`src/rtl/nibble_serial_add_ctrl.sv`:
```
// Nibble-serial adder sequencer: drives one external 4-bit adder slice, LSB nibble first,
// with the carry registered between nibbles and a start/busy/done handshake.
module nibble_serial_add_ctrl #(
  parameter int unsigned WIDTH = 16
) (
  input  logic             clk,
  input  logic             rst_n,
  input  logic             start,
  input  logic [WIDTH-1:0] a,
  input  logic [WIDTH-1:0] b,
  input  logic             cin,
  output logic             busy,
  output logic             done,
  output logic [WIDTH-1:0] sum,
  output logic             cout,
  output logic [3:0]       add_a,
  output logic [3:0]       add_b,
  output logic             add_cin,
  input  logic [3:0]       add_sum,
  input  logic             add_cout
);

  localparam int unsigned NIB = WIDTH / 4;
  localparam int unsigned IW  = (NIB > 1) ? $clog2(NIB) : 1;
  localparam logic [IW-1:0] LastIdx = IW'(NIB - 1);

  typedef enum logic [1:0] {StIdle, StRun, StDone} state_e;

  state_e           state_q;
  logic [IW-1:0]    idx_q;
  logic             carry_q;
  logic [WIDTH-1:0] a_q;
  logic [WIDTH-1:0] b_q;
  logic [WIDTH-1:0] sum_q;
  logic             cout_q;

  always_ff @(posedge clk or negedge rst_n) begin
    if (!rst_n) begin
      state_q <= StIdle;
      idx_q   <= '0;
      carry_q <= 1'b0;
      a_q     <= '0;
      b_q     <= '0;
      sum_q   <= '0;
      cout_q  <= 1'b0;
    end else begin
      unique case (state_q)
        // DONE doubles as an accept slot so back-to-back adds issue every NIB+1 cycles.
        StIdle, StDone: begin
          if (start) begin
            a_q     <= a;
            b_q     <= b;
            carry_q <= cin;
            idx_q   <= '0;
            sum_q   <= '0;
            cout_q  <= 1'b0;
            state_q <= StRun;
          end else begin
            state_q <= StIdle;
          end
        end
        StRun: begin
          sum_q[{idx_q, 2'b00} +: 4] <= add_sum;
          carry_q                    <= add_cout;
          idx_q                      <= idx_q + 1'b1;
          if (idx_q == LastIdx) begin
            cout_q  <= add_cout;
            state_q <= StDone;
          end
        end
        default: state_q <= StIdle;
      endcase
    end
  end

  // Slice inputs come from registers only and are parked at zero outside RUN.
  always_comb begin
    add_a   = 4'h0;
    add_b   = 4'h0;
    add_cin = 1'b0;
    if (state_q == StRun) begin
      add_a   = a_q[{idx_q, 2'b00} +: 4];
      add_b   = b_q[{idx_q, 2'b00} +: 4];
      add_cin = carry_q;
    end
  end

  assign busy = (state_q != StIdle);
  assign done = (state_q == StDone);
  assign sum  = sum_q;
  assign cout = cout_q;

endmodule

```
`config.mk`:
```
export PLATFORM = sky130hd
export DESIGN_NAME = nibble_serial_add_ctrl
export DESIGN_NICKNAME = d
export VERILOG_FILES = /design/src/rtl/nibble_serial_add_ctrl.sv
export SDC_FILE = /design/constraint.sdc
export NUM_CORES = 1
export LEC_CHECK = 0
export BUFFER_PORTS_ARGS = -buffer_cell sky130_fd_sc_hd__buf_4
export CAP_MARGIN = 25
export CORE_ASPECT_RATIO = 2
export CORE_MARGIN = 4
export CORE_UTILIZATION = 46
export DETAILED_ROUTE_END_ITERATION = 16
export GPL_TIMING_DRIVEN = 0
export MAX_ROUTING_LAYER = met4
export PLACE_DENSITY_LB_ADDON = 0.1
export SKIP_LAST_GASP = 1
export SLEW_MARGIN = 40
export SYNTH_ARGS = -nofsm -noshare
export SYNTH_HDL_FRONTEND = slang
export SYNTH_SLANG_ARGS = --single-unit
```
`constraint.sdc`:
```
create_clock -name clk -period 1.71 [get_ports clk]
set_input_delay 0.2565 -clock clk [delete_from_list [all_inputs] [get_ports clk]]
set_output_delay 0.2565 -clock clk [all_outputs]
set_load 0.05 [all_outputs]
```
==> Word level (Yosys, flattened, before mapping) <==
Cells that the tools add are included.
{ "totals": {"inputBits": 41, "register_bits": 54, "wordCells": 41} }
{ "classes": {"n_shift": 4, "mux": 16, "eq_ne": 5, "n_reduce_logical": 7, "addsub": 2} }
{ "op_table": {"columns": ["op", "n"], "rows": [
  ["16-bit one-hot mux with 2 select lines", 1],
  ["16-bit by 5-bit variable part select with 4-bit output", 2],
  ["16-bit bitwise mux", 1],
  ["16-bit 2-to-1 mux", 1],
  ["4-bit by 6-bit variable shift with 16-bit output (first input constant)", 1],
  ["4-bit by 6-bit variable part select with 16-bit output", 1],
  ["4-bit 2-to-1 mux", 2],
  ["2-bit one-hot mux with 2 select lines", 2],
  ["4-bit negator with 6-bit output", 1],
  ["1-bit 2-to-1 mux", 5],
  ["2-bit equality test (second input constant)", 2],
  ["2-bit 2-to-1 mux", 2],
  ["2-bit != test (second input constant)", 2],
  ["1-bit one-hot mux with 2 select lines", 2],
  ["2-bit AND reduction", 2],
  ["2-bit nonzero test", 2],
  ["3-bit AND reduction", 1],
  ["2-bit by 1-bit adder with 2-bit output (second input constant)", 1],
  ["2-bit by 1-bit equality test with 1-bit output (second input constant)", 1],
  ["2-bit zero test", 1],
  ["2-bit OR reduction", 1]
]} }

==> Depth between registers and ports, before layout <==
Gate-level depths: netlist (run 1).
{ "depth": {"depth_word": 4, "ltp_mapped": 7} }

==> Worst setup path before layout (run 1) <==
No wires, ideal clock.
{ "synth_timing": {"kind": "reg2out", "startpoint": "reg idx_q[1]", "endpoint": "out add_a[0]", "slack_ns": -0.204, "path_buffers": 2, "t_arrival_ns": 1.658, "path_stages_with_launch": 5, "cell_sequence": "dfrtp_1 > buf_4 > buf_4 > mux2i_1 > o22ai_1"} }
{ "synth_between": {"elab_chain_len": 2} }
{ "synth_lines": {"columns": ["element", "line", "text"], "rows": [
  ["from (decl)", "30", "logic [IW-1:0] idx_q;"],
  ["from (signal assigned)", "65", "idx_q <= idx_q + 1'b1;"],
  ["16-bit by 5-bit variable part select with 4-bit output", "82", "add_a = a_q[{idx_q, 2'b00} +: 4];"],
  ["4-bit 2-to-1 mux", "81", "if (state_q == StRun) begin"],
  ["to (decl)", "16", "output logic [3:0] add_a,"]
]} }
Every way passes these cells.

==> Worst setup path in the final report (run 1) <==
{ "layout_timing": {"startpoint": "reg state_q[1]", "endpoint": "out add_b[1]"} }
{ "layout_between": {"elab_chain_len": 2} }
{ "layout_lines": {"columns": ["element", "line", "text"], "rows": [
  ["from (decl)", "29", "state_e state_q;"],
  ["from (signal assigned)", "39", "state_q <= StIdle;"],
  ["from (signal assigned)", "57", "state_q <= StRun;"],
  ["from (signal assigned)", "59", "state_q <= StIdle;"],
  ["2-bit by 1-bit equality test with 1-bit output", "81", null],
  ["4-bit 2-to-1 mux", "81", null],
  ["to (decl)", "17", "output logic [3:0] add_b,"]
]} }
Every way passes these cells.

==> flow_summary.ini, run 1 <==
[outcome]
outcome = finished with violations
violations = negative setup slack

[hold_path]
min_from = a[7]
hold_path_end = a_q[7]$_DFFE_PN0P_
whs_path_depth = 3
hold_class = input pin to flop

[timing]
skew_ns = 0.006407
holdWs_ns = 0.1323
tightest_slew_ns = 0.6918
max_freq_mhz = 530.2
fin_crit_ns = 1.886
slew_headroom_pct = 53.88
drv_slew = 0
hold_viol_final = 0
worst_slack_ns = -0.1760
grt_setup_unrepaired = yes
finalSetupViolations = 9
finalCritPeriodShare_pct = 110.3

[floorplanning]
die_x_um = 59.50
core_um2 = 5139
die_h_um = 111.0
num_rows = 37
die-area_um2 = 6604
start_util_pct = 47.48
io_pins = 69

[cts]
cts_sinks = 54
cts_buffer_depth = 2
ctsHtreeMaxLevel = 2
clk_pin_slew_worst_paths_ns = 0.09
cts_tree = done
cts_buffers = 5
root_buffer = clkbuf_8
clk_latency_ns = 0.31

[synth]
synth-seq-cells = 54
async_flop_share_pct = 100.0
syn_area_um2 = 2440
synth_area_leaders = dfrtp_1, nand2_1, mux2i_1
ys_types = 28
yosys.area.top_type = dfrtp_1
syn_area_per_cell_um2 = 9.799
synth.top_cell.area_share_pct = 55.38
syn_nets = 296
synth_flop_cell = dfrtp_1
syn_inst = 249
yosys_warnings = 0
synth_edf_count = 0
seq_area_frac_synth_pct = 55.38

[pwr]
ir_drop_mv = 1.450
finalPower_uw = 7385
powerDensity_nw_per_um2 = 2086
leakagePower_uw = 0.001797

[global_routing]
grt_pass1_wl_um = 10170
grt_use_total_pct = 20.82
antenna_found_initial = 0
grt_pass1_vias = 2192
grt_overflow = 0
grt_max_degree = 55

[routing]
vias_per_cell = 5.160
drt-total-wl_um = 6550
drc_errors = 0
via_count = 2069
first_iter_violations = 79
drt_first_pass_iters = 4
wl_per_cell_um = 16.33
ant_nets = 0

[final_layout]
syn2layout_area_growth_pct = 45.08
nFillCells = 416
multiInputGateArea_um2 = 1207
seq_area_um2 = 1354
final_layout_size_suffix_gt1_share_pct = 38.78
final_nets = 389
antenna_cells = 0

[setup_path]
r2r_start = idx_q[1]$_DFFE_PN0P_
r2r-end = sum[10]$_DFFE_PN0P_
rr_worst_depth = 7
path_class = flop to primary output
crit_arrival_ns = 1.63
reg2reg_slack_ns = 0.06
path_max_fanout = 8
cp_data_required_time_ns = 1.45
crit_path_end_kind = primary output
crit_path_start_kind = flop

[place]
dp_slack_ns = -0.2202
place.gp.congestion = 0.7995
numPortBuffers = 68
place_hpwl_um = 4520

[flow_run]
cap_violations = 0
==> placed cells by master, fill, tap and decap left out, drive strengths merged, types with 2 or more instances in the layout <==
master | Yosys | layout
a22o | 12 | 12
clkinv | 0 | 2
dfrtp | 54 | 54
nor2b | 2 | 2
mux2i | 16 | 16
clkbuf | 0 | 6
nand3 | 7 | 7
nor2 | 2 | 2
a21oi | 3 | 3
o21ai | 6 | 6
ha | 6 | 6
nand2 | 108 | 108
inv | 2 | 2
o22ai | 8 | 8
buf | 11 | 95
and2 | 2 | 2
nand2b | 2 | 2
==> cells by family after synthesis <==
kind of cell | Yosys count | synth area share, %
AO/OA/AOI/OAI | 31 | 9.128
adder cells (fa/ha/maj) | 6 | 3.077
buffers and inverters | 13 | 3.026
flip-flops | 54 | 55.38
multiplexers | 16 | 6.564
AND/OR/NAND/NOR | 129 | 22.82
==> state kept, by name (all words and copies together) (netlist names) <==
name and count:
a_q 16, b_q 16, sum 16, idx_q 2, state_q 2, carry_q 1
cout 1
==> worst max-delay path: stages, from the launching register on <==
cell,delay [ns]
dfrtp_1,0.42
and2b_2,0.26
buf_6,0.15
nand2_8,0.12
o22ai_4,0.19
buf_6,0.18
==> area by class of cell <==
cell class	count	share of cell area, %
clock buffers	5	1.944
multi-input cells	182	34.11
flip-flops and latches	54	38.25
inverters	2	0.4242
clock inverters	3	1.131
plain buffers	11	2.333
repair buffers	86	19.76
well taps	58	2.050
==> cell usage after synthesis, types with 2 or more instances <==
cell	count
nand2_1	106
dfrtp_1	54
mux2i_1	16
a22o_1	12
buf_2	8
o22ai_1	8
nand3_1	7
ha_1	6
o21ai_0	5
a21oi_2	2
and2_1	2
buf_4	2
inv_1	2
nand2_2	2
nand2b_1	2
nor2_1	2
nor2b_1	2
==> metrics by stage <==
stage	cells	area, µm²	util (%)	setup TNS (ns)
6_report	401	3540	68.88	-1.367
5_1_grt	401	3540	68.88	-1.802
4_1_cts	393	3423	66.62	-1.414
3_5_place_dp	375	3062	59.58	-1.822
3_3_place_gp	375	3062	59.58	-1.509
2_1_floorplan	249	2479	-	-1.207
==> how the worst max path moves through the flow <==
stage | end | slack, ns | depth (start not counted) | startpoint
5_1_grt | add_a[2] | -0.22 | 5 | state_q[1]$_DFFE_PN0N_
2_1_floorplan | add_a[3] | -0.20 | 4 | state_q[1]$_DFFE_PN0N_
3_3_place_gp | sum[9]$_DFFE_PN0P_ | -0.19 | 7 | idx_q[1]$_DFFE_PN0P_
6_report | add_b[1] | -0.18 | 5 | state_q[1]$_DFFE_PN0N_
4_1_cts | add_b[1] | -0.14 | 5 | state_q[1]$_DFFE_PN0N_
3_5_place_dp | sum[10]$_DFFE_PN0P_ | -0.22 | 7 | idx_q[1]$_DFFE_PN0P_
==> routing by layer <==
metal	global-route usage, %	vias to the layer above	wire [µm]
met5	-	-	0
met4	9.024	0	192
met3	3.030	12	284
met2	37.11	51	3702
met1	21.55	992	2370
li1	-	1014	-
==> what timing repair did <==
item	in CTS	in global routing
endpoints found under the hold margin	1	0
endpoints found under the setup margin	24	22
gates cloned	0	1
setup buffers	9	7
gates resized for setup	35	7
hold buffers	1	0
pin swaps	9	4
==> report_power, final <==
part | leakage [µW] | total, µW | internal [µW] | switching, µW
Clock | 0.0000579 | 840 | 431 | 408
Combinational | 0.00105 | 4430 | 1820 | 2610
Sequential | 0.000690 | 2120 | 1780 | 335
Power figures use the tool's default switching activity.
==> run 2, diff against run 1 <==
CORE_UTILIZATION = 50   (was 46)
clock period = 2 ns   (was 1.71 ns; I/O delays follow)
==> flow_summary.ini, run 2 (synthesized netlist as in run 1, its figures left out) <==
[setup_path]
crit_path_end_kind = primary output
cp_slowest_cell = dfrtp_1
reg2reg_slack_ns = 0.10
r2r_start = idx_q[1]$_DFFE_PN0P_
rr_worst_depth = 6
path_max_fanout = 10
cp_cell_sequence = and2b_1 > buf_6 > nand2_4 > o22ai_2 > buf_4
slowest_delay_ns = 0.40
startpoint = state_q[1]$_DFFE_PN0N_
path_class = flop to primary output
cp_data_required_time_ns = 1.70
crit_arrival_ns = 1.64
crit_path_start_kind = flop
r2r-end = sum[8]$_DFFE_PN0P_

[final_layout]
stdcell_count = 378
antenna_cells = 0
syn2layout_area_growth_pct = 31.74
mostFrequentLayoutCell = nand2_1
final_layout_size_suffix_gt1_share_pct = 32.20
nFillCells = 401
final_util_pct = 68.60
final_cell_area_um2 = 3214
final_nets = 371
layout_common_cells = nand2_1, buf_4, dfrtp_1, mux2i_1, a22o_1

[timing]
drv_slew = 0
finalCritPeriodShare_pct = 97.20
hold_viol_final = 0
tightest_slew_ns = 0.6829
slew_headroom_pct = 54.48
fin_crit_ns = 1.944
skew_ns = 0.002367
holdWs_ns = 0.03367
grt_setup_unrepaired = yes
finalSetupViolations = 0
max_freq_mhz = 514.4

[cts]
cts_buffer_depth = 2
cts_sinks = 54
clk_pin_slew_worst_paths_ns = 0.09
ctsHoldBuffers = 0
cts_tree = done
ctsHtreeMaxLevel = 2
cts_buffers = 5
root_buffer = clkbuf_8
clk_latency_ns = 0.30

[floorplanning]
num_rows = 35
core_um2 = 4686
start_util_pct = 52.07
die-area_um2 = 6129
die_h_um = 106.8
io_pins = 69
die_x_um = 57.40

[outcome]
outcome = completed

[routing]
first_iter_violations = 29
drt-total-wl_um = 5713
vias_per_cell = 5.254
via_count = 1986
drt_first_pass_iters = 4
ant_nets = 0
wl_per_cell_um = 15.11
drc_errors = 0

[pwr]
powerDensity_nw_per_um2 = 1682
finalPower_uw = 5407
leakagePower_uw = 0.001681
ir_drop_mv = 1.287

[place]
place_area_um2 = 3019
numPortBuffers = 68
place.gp.congestion = 0.7593
placed_cells = 372
place_hpwl_um = 4302

[flow_run]
cap_violations = 0

[global_routing]
grt_use_total_pct = 19.69
grt_max_degree = 55
antenna_found_initial = 0
grt_pass1_wl_um = 9073
grt_overflow = 0
grt_pass1_vias = 1990

[hold_path]
hold_class = input pin to asynchronous set/reset pin
## run 2: cell types whose count changed in the layout (fill, tap and decap cells not counted), sizes merged
cell,before,now
clkinv,2,0
dlygate4sd3,1,0
bufinv,1,0
buf,95,79
## run 2: metrics by stage
| stage | setup TNS, ns | worst slack [ns] |
|---|---|---|
| after global placement | -0.6291 | -0.09221 |
| after floorplan | 0 | 0.04221 |
| after detailed placement | -0.8764 | -0.1446 |
| after CTS | 0 | 0.009510 |
| final | 0 | 0.05598 |
| after global routing | -0.03005 | -0.02543 |
## run 2: final cells by class
cell class / count / area [µm²] / share of cell area, %
Clock buffer: 6 / 82.58 / 2.569
Multi-Input combinational cell: 182 / 1085 / 33.75
Inverter: 2 / 7.507 / 0.2336
Tap cell: 55 / 68.82 / 2.141
Buffer: 10 / 71.32 / 2.219
Timing Repair Buffer: 69 / 544.3 / 16.93
Sequential cell: 54 / 1355 / 42.16
## run 2: repair_timing
item	4_1_cts	5_1_grt
setup buffers	1	0
resized for setup	15	10
pin swaps	1	1
endpoints found under the setup margin	16	16
## run 2: routing by layer
layer  share of wire [%]  track usage (%)
met5                   0                -
met4                 2.0            7.297
met3                 4.7            2.771
met2                  58            37.54
met1                  35            19.24
## run 2: where the power goes
part | total (µW) | internal [µW] | switching (µW)
Sequential | 1810 | 1530 | 284
Combinational | 3010 | 1100 | 1900
Clock | 592 | 268 | 324
## run 2: critical path, delay by kind of cell, from the launching register on
kind / cells / cell delay (ns)
AO/OA/AOI/OAI: 1 / 0.20
flip-flops: 1 / 0.40
buffers and inverters: 2 / 0.38
AND/OR/NAND/NOR: 2 / 0.36
## run 2: worst max path at each step
stage                                     end  slack, ns  cells past startpoint
after floorplan                      add_a[0]       0.04                      4
after global placement    sum[11]$_DFFE_PN0P_      -0.09                      7
after detailed placement   sum[8]$_DFFE_PN0P_      -0.14                      7
after CTS                  sum[8]$_DFFE_PN0P_       0.01                      6
after global routing                 add_a[3]      -0.03                      5
final                                add_a[3]       0.06                      5
==> run 3, diff against run 2 <==
clock period = 2.07 ns   (was 2 ns; I/O delays follow)
==> flow_summary.ini, run 3 (synthesized netlist as in run 1, its figures left out) <==
[flow_run]
cap_violations = 0

[floorplanning]
core_um2 = 4686
die_x_um = 57.40
num_rows = 35
die-area_um2 = 6129
io_pins = 69
start_util_pct = 52.07
die_h_um = 106.8

[global_routing]
antenna_found_initial = 0
grt_use_total_pct = 19.43
grt_max_degree = 55
grt_overflow = 0
grt_pass1_wl_um = 8983
grt_pass1_vias = 1983

[final_layout]
final_nets = 370
mostFrequentLayoutCell = nand2_1
syn2layout_area_growth_pct = 30.62
stdcell_count = 377
layout_common_cells = nand2_1, buf_4, dfrtp_1, mux2i_1, a22o_1
antenna_cells = 0
final_layout_size_suffix_gt1_share_pct = 31.37

[setup_path]
cp_data_required_time_ns = 1.76
critical_path_buf_inv_count = 2
crit_path_end_kind = primary output
crit_path_start_kind = flop
r2r_start = idx_q[1]$_DFFE_PN0P_
cp_slowest_cell = dfrtp_1
critPathMostFrequentCell = buf_6
reg2reg_slack_ns = 0.13
slowest_delay_ns = 0.44
rr_worst_depth = 6
critPathTopFamily = flip-flops
crit_arrival_ns = 1.72
path_max_fanout = 10
cp_cell_sequence = and2b_1 > buf_6 > nand2_4 > o22ai_2 > buf_6
path_class = flop to primary output
r2r-end = sum[8]$_DFFE_PN0P_

[timing]
skew_ns = 0.002645
finalSetupViolations = 0
slew_headroom_pct = 54.21
fin_tns_setup_ns = 0
drv_slew = 0
worst_slack_ns = 0.04312
hold_viol_final = 0
finalCritPeriodShare_pct = 97.92
tightest_slew_ns = 0.6869
grt_setup_unrepaired = yes
max_freq_mhz = 493.4
fin_crit_ns = 2.027
holdWs_ns = 0.04739

[cts]
ctsHoldBuffers = 0
cts_sinks = 54
cts_buffers = 5
cts_buffer_depth = 2
root_buffer = clkbuf_8
clk_latency_ns = 0.30
cts_tree = done
ctsHtreeMaxLevel = 2
cts_setup_buffers = 0
clk_pin_slew_worst_paths_ns = 0.09

[place]
place.gp.congestion = 0.7593
numPortBuffers = 68
place_hpwl_um = 4302
placed_cells = 372
dp_slack_ns = -0.07464

[pwr]
powerDensity_nw_per_um2 = 1617
leakagePower_uw = 0.001675
ir_drop_mv = 1.202

[outcome]
outcome = completed

[routing]
vias_per_cell = 5.289
via_count = 1994
wl_per_cell_um = 14.98
drc_errors = 0
first_iter_violations = 38
ant_nets = 0
drt_first_pass_iters = 4
drt-total-wl_um = 5649

[hold_path]
hold_class = input pin to asynchronous set/reset pin
run 3: power by group:
part           internal (µW)  leakage, µW  total, µW  switching [µW]
logic                   1020     0.000943       2840            1810
clock network            259    0.0000431        571             313
registers               1470     0.000689       1750             274
run 3: how the worst max path moves through the flow:
stage	endpoint	slack (ns)	start	depth (start not counted)
after floorplan	add_a[0]	0.10	idx_q[1]$_DFFE_PN0P_	4
after global placement	sum[11]$_DFFE_PN0P_	-0.02	idx_q[1]$_DFFE_PN0P_	7
after detailed placement	sum[8]$_DFFE_PN0P_	-0.07	idx_q[1]$_DFFE_PN0P_	7
after CTS	add_b[0]	-0.03	state_q[1]$_DFFE_PN0N_	5
after global routing	add_a[3]	-0.02	state_q[1]$_DFFE_PN0N_	5
final	add_b[0]	0.04	state_q[1]$_DFFE_PN0N_	5
run 3: repair_timing:
action | CTS | global route
gates resized for setup | 2 | 18
pin swaps | 1 | 1
gates cloned | 0 | 0
endpoints found under the setup margin | 12 | 16
run 3: final cells by class:
class	instances	area, µm²
plain buffers	10	66.31
repair buffers	68	533.0
multi-input cells	182	1075
clock buffers	6	82.58
inverters	2	7.507
well taps	55	68.82
fillers	406	1499
flip-flops and latches	54	1354
run 3: per-layer routing:
layer  track usage (%)  vias to the layer above  part of all wire (%)
met3             2.771                       10                   4.9
li1                  -                      966                     -
met4             7.297                        0                   2.0
met5                 -                        -                     0
met2             37.06                       52                    58
met1             18.93                      966                    35
run 3: stage by stage:
stage / power, µW / util, % / instance area (µm²)
3_5_place_dp: 4407 / 64.43 / 3019
2_1_floorplan: 3629 / - / 2440
3_3_place_gp: 4352 / 64.43 / 3019
5_1_grt: 5494 / 68.01 / 3187
4_1_cts: 4996 / 66.25 / 3104
6_report: 5154 / 68.01 / 3187
run 3: worst reg2reg max path, delay by kind of cell (launching register included):
kind,cells,cell delay (ns)
DFF,1,0.42
and+or+nand+nor,2,0.54
buffers and inverters,2,0.33
adders and majority gates,1,0.39
AOI/OAI and AO/OA,1,0.21
